### src/rtl/roce_req_gen.sv
// roce_req_gen: RDMA READ/WRITE work-request generator for the user kernel.
// Issues tx_meta requests, tracks in-flight credits via tx_status, keeps run stats.
module roce_req_gen #(
    parameter int unsigned META_W          = 256,
    parameter int unsigned STATUS_W        = 512,
    parameter int unsigned ADDR_W          = 48,
    parameter int unsigned MAX_OUTSTANDING = 16,
    parameter int unsigned ADDR_WINDOW     = 4194304,
    parameter int unsigned RUN_CYCLES      = 1250000000
) (
    input  logic                  ap_clk,
    input  logic                  ap_rst_n,
    input  logic                  ap_start,
    output logic                  ap_idle,
    output logic                  ap_done,
    output logic                  ap_ready,
    input  logic [2:0]            cfg_op,
    input  logic [23:0]           cfg_qpn,
    input  logic [4:0]            cfg_len_log2,
    input  logic [31:0]           cfg_num_req,
    input  logic [ADDR_W-1:0]     cfg_laddr_base,
    input  logic [ADDR_W-1:0]     cfg_raddr_base,
    output logic                  m_axis_tx_meta_tvalid,
    input  logic                  m_axis_tx_meta_tready,
    output logic [META_W-1:0]     m_axis_tx_meta_tdata,
    output logic [META_W/8-1:0]   m_axis_tx_meta_tkeep,
    output logic                  m_axis_tx_meta_tlast,
    input  logic                  s_axis_tx_status_tvalid,
    output logic                  s_axis_tx_status_tready,
    input  logic [STATUS_W-1:0]   s_axis_tx_status_tdata,
    output logic [31:0]           stat_sent,
    output logic [31:0]           stat_acked,
    output logic [31:0]           stat_cycles,
    output logic                  stat_timeout,
    output logic                  stat_spurious
);

    localparam int unsigned LA_LSB  = 27;
    localparam int unsigned RA_LSB  = 27 + ADDR_W;
    localparam int unsigned LEN_LSB = 27 + 2 * ADDR_W;
    localparam logic [7:0]  MAX8    = 8'(MAX_OUTSTANDING);
    localparam logic [63:0] WIN64   = 64'(ADDR_WINDOW);
    localparam logic [32:0] RUN33   = 33'(RUN_CYCLES);

    typedef enum logic [1:0] {
        S_IDLE,
        S_ISSUE,
        S_DRAIN,
        S_DONE
    } state_t;

    state_t              state_q, state_d;
    logic                start_q;
    logic [2:0]          op_q;
    logic [23:0]         qpn_q;
    logic [31:0]         len_q;
    logic [31:0]         num_q;
    logic [ADDR_W-1:0]   lbase_q, rbase_q;
    logic [ADDR_W-1:0]   off_q, off_d;
    logic [7:0]          outst_q;
    logic                tvalid_q;
    logic [META_W-1:0]   tdata_q, tdata_d;
    logic [31:0]         sent_q, acked_q, cycles_q;
    logic                timeout_q, spurious_q;

    logic                start_edge, accept, sts, active;
    logic                to_hit, stop, quota_left, can_issue, ack_ok;
    logic [63:0]         nxt64;
    logic                unused_status;

    function automatic logic [31:0] sat_inc(input logic [31:0] v);
        return (v == 32'hFFFF_FFFF) ? v : v + 32'd1;
    endfunction

    assign unused_status = ^s_axis_tx_status_tdata;

    assign start_edge = ap_start & ~start_q;
    assign accept     = tvalid_q & m_axis_tx_meta_tready;
    assign sts        = s_axis_tx_status_tvalid;
    assign ack_ok     = sts && (outst_q != 8'd0);
    assign active     = (state_q == S_ISSUE) || (state_q == S_DRAIN);
    assign to_hit     = (RUN_CYCLES != 0) && active &&
                        (({1'b0, cycles_q} + 33'd1) >= RUN33);
    assign stop       = timeout_q | to_hit;
    assign quota_left = (num_q == 32'd0) || (sent_q < num_q);
    assign can_issue  = (state_q == S_ISSUE) && !tvalid_q && !stop &&
                        (outst_q < MAX8) && quota_left;

    // Next address offset: step by len, restart at 0 when the next request would leave the window
    always_comb begin
        nxt64 = 64'(off_q) + 64'(len_q);
        off_d = nxt64[ADDR_W-1:0];
        if ((64'(len_q) > WIN64) || ((nxt64 + 64'(len_q)) > WIN64)) begin
            off_d = '0;
        end
    end

    // Request descriptor assembled from the latched configuration and current offset
    always_comb begin
        tdata_d = '0;
        tdata_d[2:0]                = op_q;
        tdata_d[26:3]               = qpn_q;
        tdata_d[LA_LSB +: ADDR_W]   = lbase_q + off_q;
        tdata_d[RA_LSB +: ADDR_W]   = rbase_q + off_q;
        tdata_d[LEN_LSB +: 32]      = len_q;
    end

    // Control FSM next state; a timeout waits only for a pending beat to be accepted
    always_comb begin
        state_d = state_q;
        unique case (state_q)
            S_IDLE:  if (start_edge) state_d = S_ISSUE;
            S_ISSUE: begin
                if (stop) begin
                    if (!tvalid_q || accept) state_d = S_DONE;
                end else if ((num_q != 32'd0) && (sent_q >= num_q)) begin
                    state_d = S_DRAIN;
                end
            end
            S_DRAIN: if (stop || (outst_q == 8'd0)) state_d = S_DONE;
            S_DONE:  state_d = S_IDLE;
        endcase
    end

    // State register
    always_ff @(posedge ap_clk or negedge ap_rst_n) begin
        if (!ap_rst_n) state_q <= S_IDLE;
        else           state_q <= state_d;
    end

    // Config latch, run statistics and address offset
    always_ff @(posedge ap_clk or negedge ap_rst_n) begin
        if (!ap_rst_n) begin
            start_q    <= 1'b0;
            op_q       <= '0;
            qpn_q      <= '0;
            len_q      <= '0;
            num_q      <= '0;
            lbase_q    <= '0;
            rbase_q    <= '0;
            off_q      <= '0;
            sent_q     <= '0;
            acked_q    <= '0;
            cycles_q   <= '0;
            timeout_q  <= 1'b0;
            spurious_q <= 1'b0;
        end else begin
            start_q <= ap_start;
            if ((state_q == S_IDLE) && start_edge) begin
                op_q       <= cfg_op;
                qpn_q      <= cfg_qpn;
                len_q      <= 32'd1 << cfg_len_log2;
                num_q      <= cfg_num_req;
                lbase_q    <= cfg_laddr_base;
                rbase_q    <= cfg_raddr_base;
                off_q      <= '0;
                sent_q     <= '0;
                acked_q    <= '0;
                cycles_q   <= '0;
                timeout_q  <= 1'b0;
                spurious_q <= 1'b0;
            end else begin
                if (active) cycles_q <= sat_inc(cycles_q);
                if (to_hit) timeout_q <= 1'b1;
                if (accept) begin
                    sent_q <= sat_inc(sent_q);
                    off_q  <= off_d;
                end
                if (ack_ok)           acked_q    <= sat_inc(acked_q);
                else if (sts)         spurious_q <= 1'b1;
            end
        end
    end

    // In-flight credit counter; simultaneous issue and completion cancel out
    always_ff @(posedge ap_clk or negedge ap_rst_n) begin
        if (!ap_rst_n) begin
            outst_q <= '0;
        end else if (accept && !ack_ok) begin
            outst_q <= outst_q + 8'd1;
        end else if (ack_ok && !accept) begin
            outst_q <= outst_q - 8'd1;
        end
    end

    // Meta beat register: load on issue, hold under backpressure, drop after accept
    always_ff @(posedge ap_clk or negedge ap_rst_n) begin
        if (!ap_rst_n) begin
            tvalid_q <= 1'b0;
            tdata_q  <= '0;
        end else if (can_issue) begin
            tvalid_q <= 1'b1;
            tdata_q  <= tdata_d;
        end else if (accept) begin
            tvalid_q <= 1'b0;
        end
    end

    assign ap_done  = (state_q == S_DONE);
    assign ap_ready = ap_done;
    assign ap_idle  = (state_q == S_IDLE) || (state_q == S_DONE);

    assign m_axis_tx_meta_tvalid   = tvalid_q;
    assign m_axis_tx_meta_tdata    = tdata_q;
    assign m_axis_tx_meta_tkeep    = '1;
    assign m_axis_tx_meta_tlast    = 1'b1;
    assign s_axis_tx_status_tready = 1'b1;

    assign stat_sent     = sent_q;
    assign stat_acked    = acked_q;
    assign stat_cycles   = cycles_q;
    assign stat_timeout  = timeout_q;
    assign stat_spurious = spurious_q;

endmodule

### config.mk
export PLATFORM = sky130hd
export DESIGN_NAME = roce_req_gen
export DESIGN_NICKNAME = d
export VERILOG_FILES = /design/src/rtl/roce_req_gen.sv
export SDC_FILE = /design/constraint.sdc
export NUM_CORES = 1
export LEC_CHECK = 0
export BUFFER_PORTS_ARGS = -buffer_cell sky130_fd_sc_hd__buf_4
export CORE_AREA = 8 8 414 416
export DETAILED_ROUTE_END_ITERATION = 10
export DIE_AREA = 0 0 422 424
export HOLD_SLACK_MARGIN = 0.15
export PLACE_DENSITY = 0.44
export RECOVER_POWER = 25
export SETUP_SLACK_MARGIN = 0.02
export SYNTH_ARGS = -nofsm -noshare
export SYNTH_HDL_FRONTEND = slang
export SYNTH_SLANG_ARGS = --single-unit
export TNS_END_PERCENT = 5
### constraint.sdc
create_clock -name ap_clk -period 16 [get_ports ap_clk]
set_input_delay 0.8 -clock ap_clk [delete_from_list [all_inputs] [get_ports ap_clk]]
set_output_delay 0.8 -clock ap_clk [all_outputs]
set_load 0.01 [all_outputs]
==> out/metrics.yaml, run 1 <==
grt_overflow: 0
post_cts_resize_count: 0
whs_ns: 0.317
post-place-ws_ns: 8.78
startpoint_type: "input pin"
synth_edf_count: 0
cp.required_ns: 15.76
cts_buffers: 70
die_w_um: 422
num_rows: 149
io_buffer_count: 421
setup_violations: 0
synth-async-reset-ratio_pct: 100
critPathTopFamily: "buffers and inverters"
drt_iter0_markers: 1395
fin_ws_ns: 7.41
root_buffer: "clkbuf_16"
maxSlewViolCount: 276
ys_seq_elements: 500
dr_total_vias: 25985
worstMarginPinSlew_ns: 6.12
core_sq_um: 164000
wl_per_cell_um: 18.7
num_io_pins: 1069
fin_crit_ns: 8.59
ant_nets: 0
post_cts_buffers: 0
hp-class: "in -> reg"
crit_path_frequent_cell: "clkbuf_1"
final_common_cell: "nand2_1"
reg2reg_to: "off_q[12]"
status: "finished, violations left"
hold_violations: 0
maxCapViolations: 4
dpl.hpwl_um: 89000
clockBufferDepth: 3
detail_route.vias_per_cell: 4.21
ys.flop_type: "dfrtp_1"
max_freq_mhz: 116
holdPathStages: 1
syn_avg_cell_area_sq_um: 8.92
cts-hold-fix-buffers: 0
grt_pass1_vias: 26745
crit_fanout: 102
start_util_pct: 19.3
clk_pin_slew_ns: 0.05
cts_tree: "done"
cts.sink_count: 500
synthToLayoutAreaGrowth_pct: 21.8
crit_type: "in -> async"
fin_crit_sh_pct: 53.7
power_density_nw_per_um2: 138
yosysUniqueCellTypes: 108
violations: "max-capacitance violations, max-slew violations"
syn_inst: 3552
grt_max_degree: 167
synth_area_sq_um: 31700
drive_above_1_share_pct: 14.9
cp_num_buf_inv: 2
fillCellCount: 18080
clock_latency_ns: 0.65
skew_ns: 0.0280
drc: 0
rr_startpoint: "len_q[1]"
grt_usage_pct: 12.5
min_to: "start_q"
hold_start: "ap_start"
r2r_slack_ns: 8.82
gp_congestion: 0.814
critPathArrivalTime_ns: 8.35
grt_setup_unrepaired: "false"
multi_input_area_sq_um: 17700
worst_setup_path_end_kind: "async pin"
mostFrequentLayoutCells: "700 x nand2_1, 500 x dfrtp_1, 326 x buf_4"
vdd_drop_max_mv: 0.0805
critical-path-slowest-cell: "clkbuf_1"
synth-seq-area-share_pct: 39.5
slew_headroom_pct: -308
antenna_found_initial: 5
p_leak_nw: 18.4
grt_pass1_wl_um: 173000
worstRegToRegCells: 26
first_pass_iters: 5
cts_max_level: 3
die_h_um: 424
synth_warnings: 0
routed_wl_um: 116000
die_area_sq_um: 179000
critical-path-max-stage-delay_ns: 4.20
tns_ns: 0
seq_area_sq_um: 12500
cp_cell_sequence: "clkbuf_1 -> clkbuf_1"
nNetsFinal: 4820
-- cells in the mapped netlist (all sizes together), types with 94 or more instances --
cell / instances / area share, %
xor2: 130 / 3.6
ha: 207 / 8.2
clkbuf: 103 / 1.2
nand2: 702 / 8.3
buf: 162 / 3.8
nand3: 113 / 2.3
inv: 94 / 1.1
xnor2: 118 / 3.3
a21oi: 188 / 3.0
dfrtp: 500 / 40
nor2: 199 / 2.4
o21ai: 309 / 5.3
-- layout make-up --
| class | count | share of cell area, % |
|---|---|---|
| tap | 2189 | 7.10 |
| clock buffer | 97 | 5.20 |
| multi-input combinational | 2826 | 46.0 |
| sequential | 500 | 32.4 |
| antenna | 3 | 0.0195 |
| clock inverter | 27 | 0.805 |
| inverter | 94 | 0.915 |
| timing repair buffer | 439 | 7.53 |
-- metrics by stage --
stage / area (sq um) / total power, W / instances / util (%)
3_3_place_gp: 36700 / 0.00388 / 6048 / 22.3
3_5_place_dp: 36700 / 0.00389 / 6048 / 22.3
2_1_floorplan: 32200 / 0.00305 / 3685 / -
6_report: 38600 / 0.00533 / 6175 / 23.5
5_1_grt: 38600 / 0.00574 / 6173 / 23.4
4_1_cts: 39000 / 0.00555 / 6172 / 23.7
-- worst max-delay path by stage --
stage          startpoint  cells past startpoint  slack, ns            end
2_1_floorplan    len_q[1]                     27      10.67      off_q[20]
3_3_place_gp     len_q[0]                     24       8.81       off_q[0]
3_5_place_dp    len_q[10]                     25       8.78      off_q[12]
4_1_cts         len_q[10]                     25       8.72      off_q[12]
5_1_grt          ap_rst_n                      2       5.50  stat_sent[22]
6_report         ap_rst_n                      2       7.41      num_q[19]
-- metal layers --
| metal | GRT usage, % | wire, um | vias up | part of all wire [%] |
|---|---|---|---|---|
| met2 | 22.0 | 57400 | 482 | 50 |
| met3 | 2.88 | 5390 | 130 | 4.7 |
| met1 | 15.3 | 50200 | 12427 | 43 |
| li1 | - | - | 12946 | - |
| met4 | 2.98 | 2660 | 0 | 2.3 |
| met5 | 0 | 0 | - | 0 |
-- cell families (layout without fill, tap and decap cells) --
group                    after synthesis  in the layout  share of synthesized area, %
AND/OR/NAND/NOR                     1344           1344                          19.9
AO/OA/AOI/OAI                        812            812                          16.4
flip-flops                           500            500                          39.5
buffers and inverters                359            657                          6.15
XOR/XNOR                             248            248                          6.91
adder cells (fa/ha/maj)              212            212                          8.49
multiplexers                          75             75                          2.63
other                                  2            138                        0.0237
-- registers in the layout (all words and copies together), names as in the netlist, 32 cells and up --
name                  flops
len_q                    32
stat_sent                32
off_q                    48
num_q                    32
stat_acked               32
stat_cycles              32
lbase_q                  48
m_axis_tx_meta_tdata    155
rbase_q                  48
-- report_power, final --
part / internal [W] / switching, W
Sequential: 0.00166 / 0.000315
Clock: 0.000959 / 0.000637
Combinational: 0.000678 / 0.00108
Total: 0.00330 / 0.00203
Note: power is estimated with default switching activity, not from simulation.
==> run 2, diff against run 1 <==
Settings changed: PLACE_DENSITY 0.44 to 0.45.
Clock period 16 ns to 7.7 ns, I/O delays scaled along.
==> run 2 against run 1 <==
Setup slack worse by 6.5 ns. Core utilization increased by 1.2 points. Critical path depth is 24 higher. Sequential share of layout area down 1.6 points. The run still ends with max-capacitance violations, max-slew violations left. Sequential power rose by 110%. Worst hold slack improved by 0.14 ns. First-iteration DRC count increased by 8.1%. Die area is the same. Critical path type is now reg -> reg. Combinational power up 120%. Largest cell class unchanged. Final cell count rose by 2.6%. Register-to-register slack worse by 7.9 ns.
==> out/metrics.yaml, run 2 (synthesis gave the netlist of run 1 again) <==
mostFrequentLayoutCells: "700 x nand2_1, 500 x dfrtp_1, 430 x buf_4"
status: "finished, violations left"
max_freq_mhz: 148
clock_latency_ns: 0.67  # +0.02 ns
antenna_found_initial: 3  # -2
synthToLayoutAreaGrowth_pct: 28.2
maxCapViolations: 1  # -3
num_rows: 149  # unchanged
maxSlewViolCount: 60  # -78%
clockBufferDepth: 3  # unchanged
worstMarginPinSlew_ns: 4.00  # -2.12 ns
cts_tree: "done"
num_io_pins: 1069  # unchanged
grt_usage_pct: 12.4  # -0.039 points
cts.sink_count: 500  # unchanged
fillCellCount: 17854  # -1.3%
grt_max_degree: 173  # +3.6%
power_density_nw_per_um2: 276  # +100%
violations: "max-capacitance violations, max-slew violations"
cp.required_ns: 8.28  # -7.48 ns
gp_congestion: 0.835  # +2.6%
critical-path-slowest-cell: "dfrtp_1"
tns_ns: 0  # unchanged
setup_violations: 0  # unchanged
routed_wl_um: 115000  # -0.24%
wl_per_cell_um: 18.2  # -2.7%
fin_total_pwr_w: 0.0112  # +110%
worstRegToRegCells: 26  # unchanged
start_util_pct: 19.3  # unchanged
first_pass_iters: 5  # unchanged
worstSetupStartpoint: "len_q[10]"
grt_pass1_vias: 27350  # +2.3%
drive_above_1_share_pct: 16.8  # +1.9 points
critPathTopFamily: "compound AO/OA/AOI/OAI gates"
largest_reg_flops: 155  # unchanged
dpl.hpwl_um: 87600  # -1.6%
drc: 0  # unchanged
cts_buffers: 68  # -2.9%
startpoint_type: "register"
vdd_drop_max_mv: 0.156  # +94%
cts_max_level: 3  # unchanged
critPathArrivalTime_ns: 7.34  # -1.01 ns
hold_violations: 0  # unchanged
critical-path-max-stage-delay_ns: 0.49  # -3.71 ns
drt_iter0_markers: 1508  # +8.1%
crit_fanout: 32  # -69%
dr_total_vias: 26735  # +2.9%
fin_crit_ns: 6.76
crit_cells: 26  # +24
seq_area_sq_um: 12500  # unchanged
rr_startpoint: "len_q[10]"
hp-class: "in -> reg"
post_cts_buffers: 0  # unchanged
detail_route.vias_per_cell: 4.22  # +0.32%
clk_pin_slew_ns: 0.05  # about the same
crit_type: "reg -> reg"
io_buffer_count: 421  # unchanged
die_w_um: 422  # unchanged
die_h_um: 424  # unchanged
multi_input_area_sq_um: 17700  # about the same
cp_num_buf_inv: 1  # -1
hold_start: "cfg_laddr_base[38]"
core_sq_um: 164000  # unchanged
grt_overflow: 0  # unchanged
final_common_cell: "nand2_1"
worst_setup_path_end_kind: "register"
p_leak_nw: 19.5  # +6.1%
slew_headroom_pct: -166  # +140 points
die_area_sq_um: 179000  # unchanged
grt_pass1_wl_um: 174000  # +0.21%
root_buffer: "clkbuf_16"
skew_ns: 0.0264  # -0.00158 ns
fin_crit_sh_pct: 87.8
nNetsFinal: 4983  # +3.4%
holdPathStages: 4  # +3
grt_setup_unrepaired: "false"
ant_nets: 0  # unchanged
-- run 2: cell types whose count changed in the layout (fill, tap and decap cells not counted), sizes merged, moves of 3 or more --
cell	previous run	this run
inv	99	96
clkinv	12	20
buf	328	436
dlygate4sd3	0	166
clkbuf	208	92
-- run 2: final timing paths --
check                                        to  slack (ns)
worst max-delay path                   off_q[9]        0.94
worst min-delay path                lbase_q[38]        0.46
worst max register to register         off_q[9]        0.94
worst min register to register        qpn_q[20]        0.47
max in group asynchronous              off_q[0]        3.49
min in group asynchronous       stat_cycles[11]        1.65
-- run 2: power breakdown --
group	switching [W]	internal [W]	total, W
combinational	0.00226	0.00166	0.00392
sequential	0.000643	0.00345	0.00410
clock	0.00137	0.00184	0.00320
total	0.00427	0.00695	0.0112
-- run 2: layer usage --
| layer | part of all wire, % | up-vias | track usage [%] |
|---|---|---|---|
| met4 | 3.0 | 0 | 3.72 |
| li1 | - | 13256 | - |
| met5 | 0 | - | 0 |
| met2 | 50 | 533 | 22.0 |
| met3 | 4.7 | 130 | 2.80 |
| met1 | 43 | 12816 | 15.0 |
-- run 2: worst reg2reg max path: stages (launching register included) --
cell	delay (ns)
dfrtp_1	0.49
ha_1	0.45
nand4_1	0.20
nor2_1	0.21
o2111a_1	0.35
nor2_1	0.10
o21ba_2	0.25
o21ai_0	0.39
a21oi_1	0.19
o21bai_1	0.17
a21o_1	0.14
xor2_1	0.31
ha_1	0.28
a21o_1	0.20
o21bai_1	0.14
a211oi_1	0.09
a21oi_1	0.12
a21boi_1	0.35
a311o_1	0.37
nand2_1	0.15
a211oi_2	0.38
o2111ai_1	0.21
mux2i_1	0.17
a311oi_2	0.31
nand4bb_4	0.13
buf_4	0.30
o21ai_2	0.23
-- run 2: what timing repair did --
action / in CTS / in global routing
endpoints found under the hold margin: 249 / 0
gates resized for setup: 0 / 0
hold buffers: 166 / 0
-- run 2: cell type report --
class,count,area share [%]
Clock inverter,28,0.949
Multi-Input combinational cell,2826,43.7
Tap cell,2189,6.74
Sequential cell,500,30.8
Timing Repair Buffer,604,12.4
Antenna cell,2,0.0123
Clock buffer,90,4.59
Inverter,94,0.869
-- run 2: stage by stage --
stage | utilization [%] | setup WS (ns) | instance area (sq um) | instances | hold WS (ns)
5_1_grt | 24.7 | 0.356 | 40600 | 6331 | 0.401
4_1_cts | 24.7 | 0.898 | 40600 | 6331 | 0.231
3_3_place_gp | 22.3 | 0.940 | 36700 | 6047 | 0.398
3_5_place_dp | 22.3 | 0.932 | 36700 | 6047 | 0.405
6_report | 24.7 | 0.941 | 40600 | 6333 | 0.458
2_1_floorplan | - | 2.37 | 32200 | 3685 | 0.0894
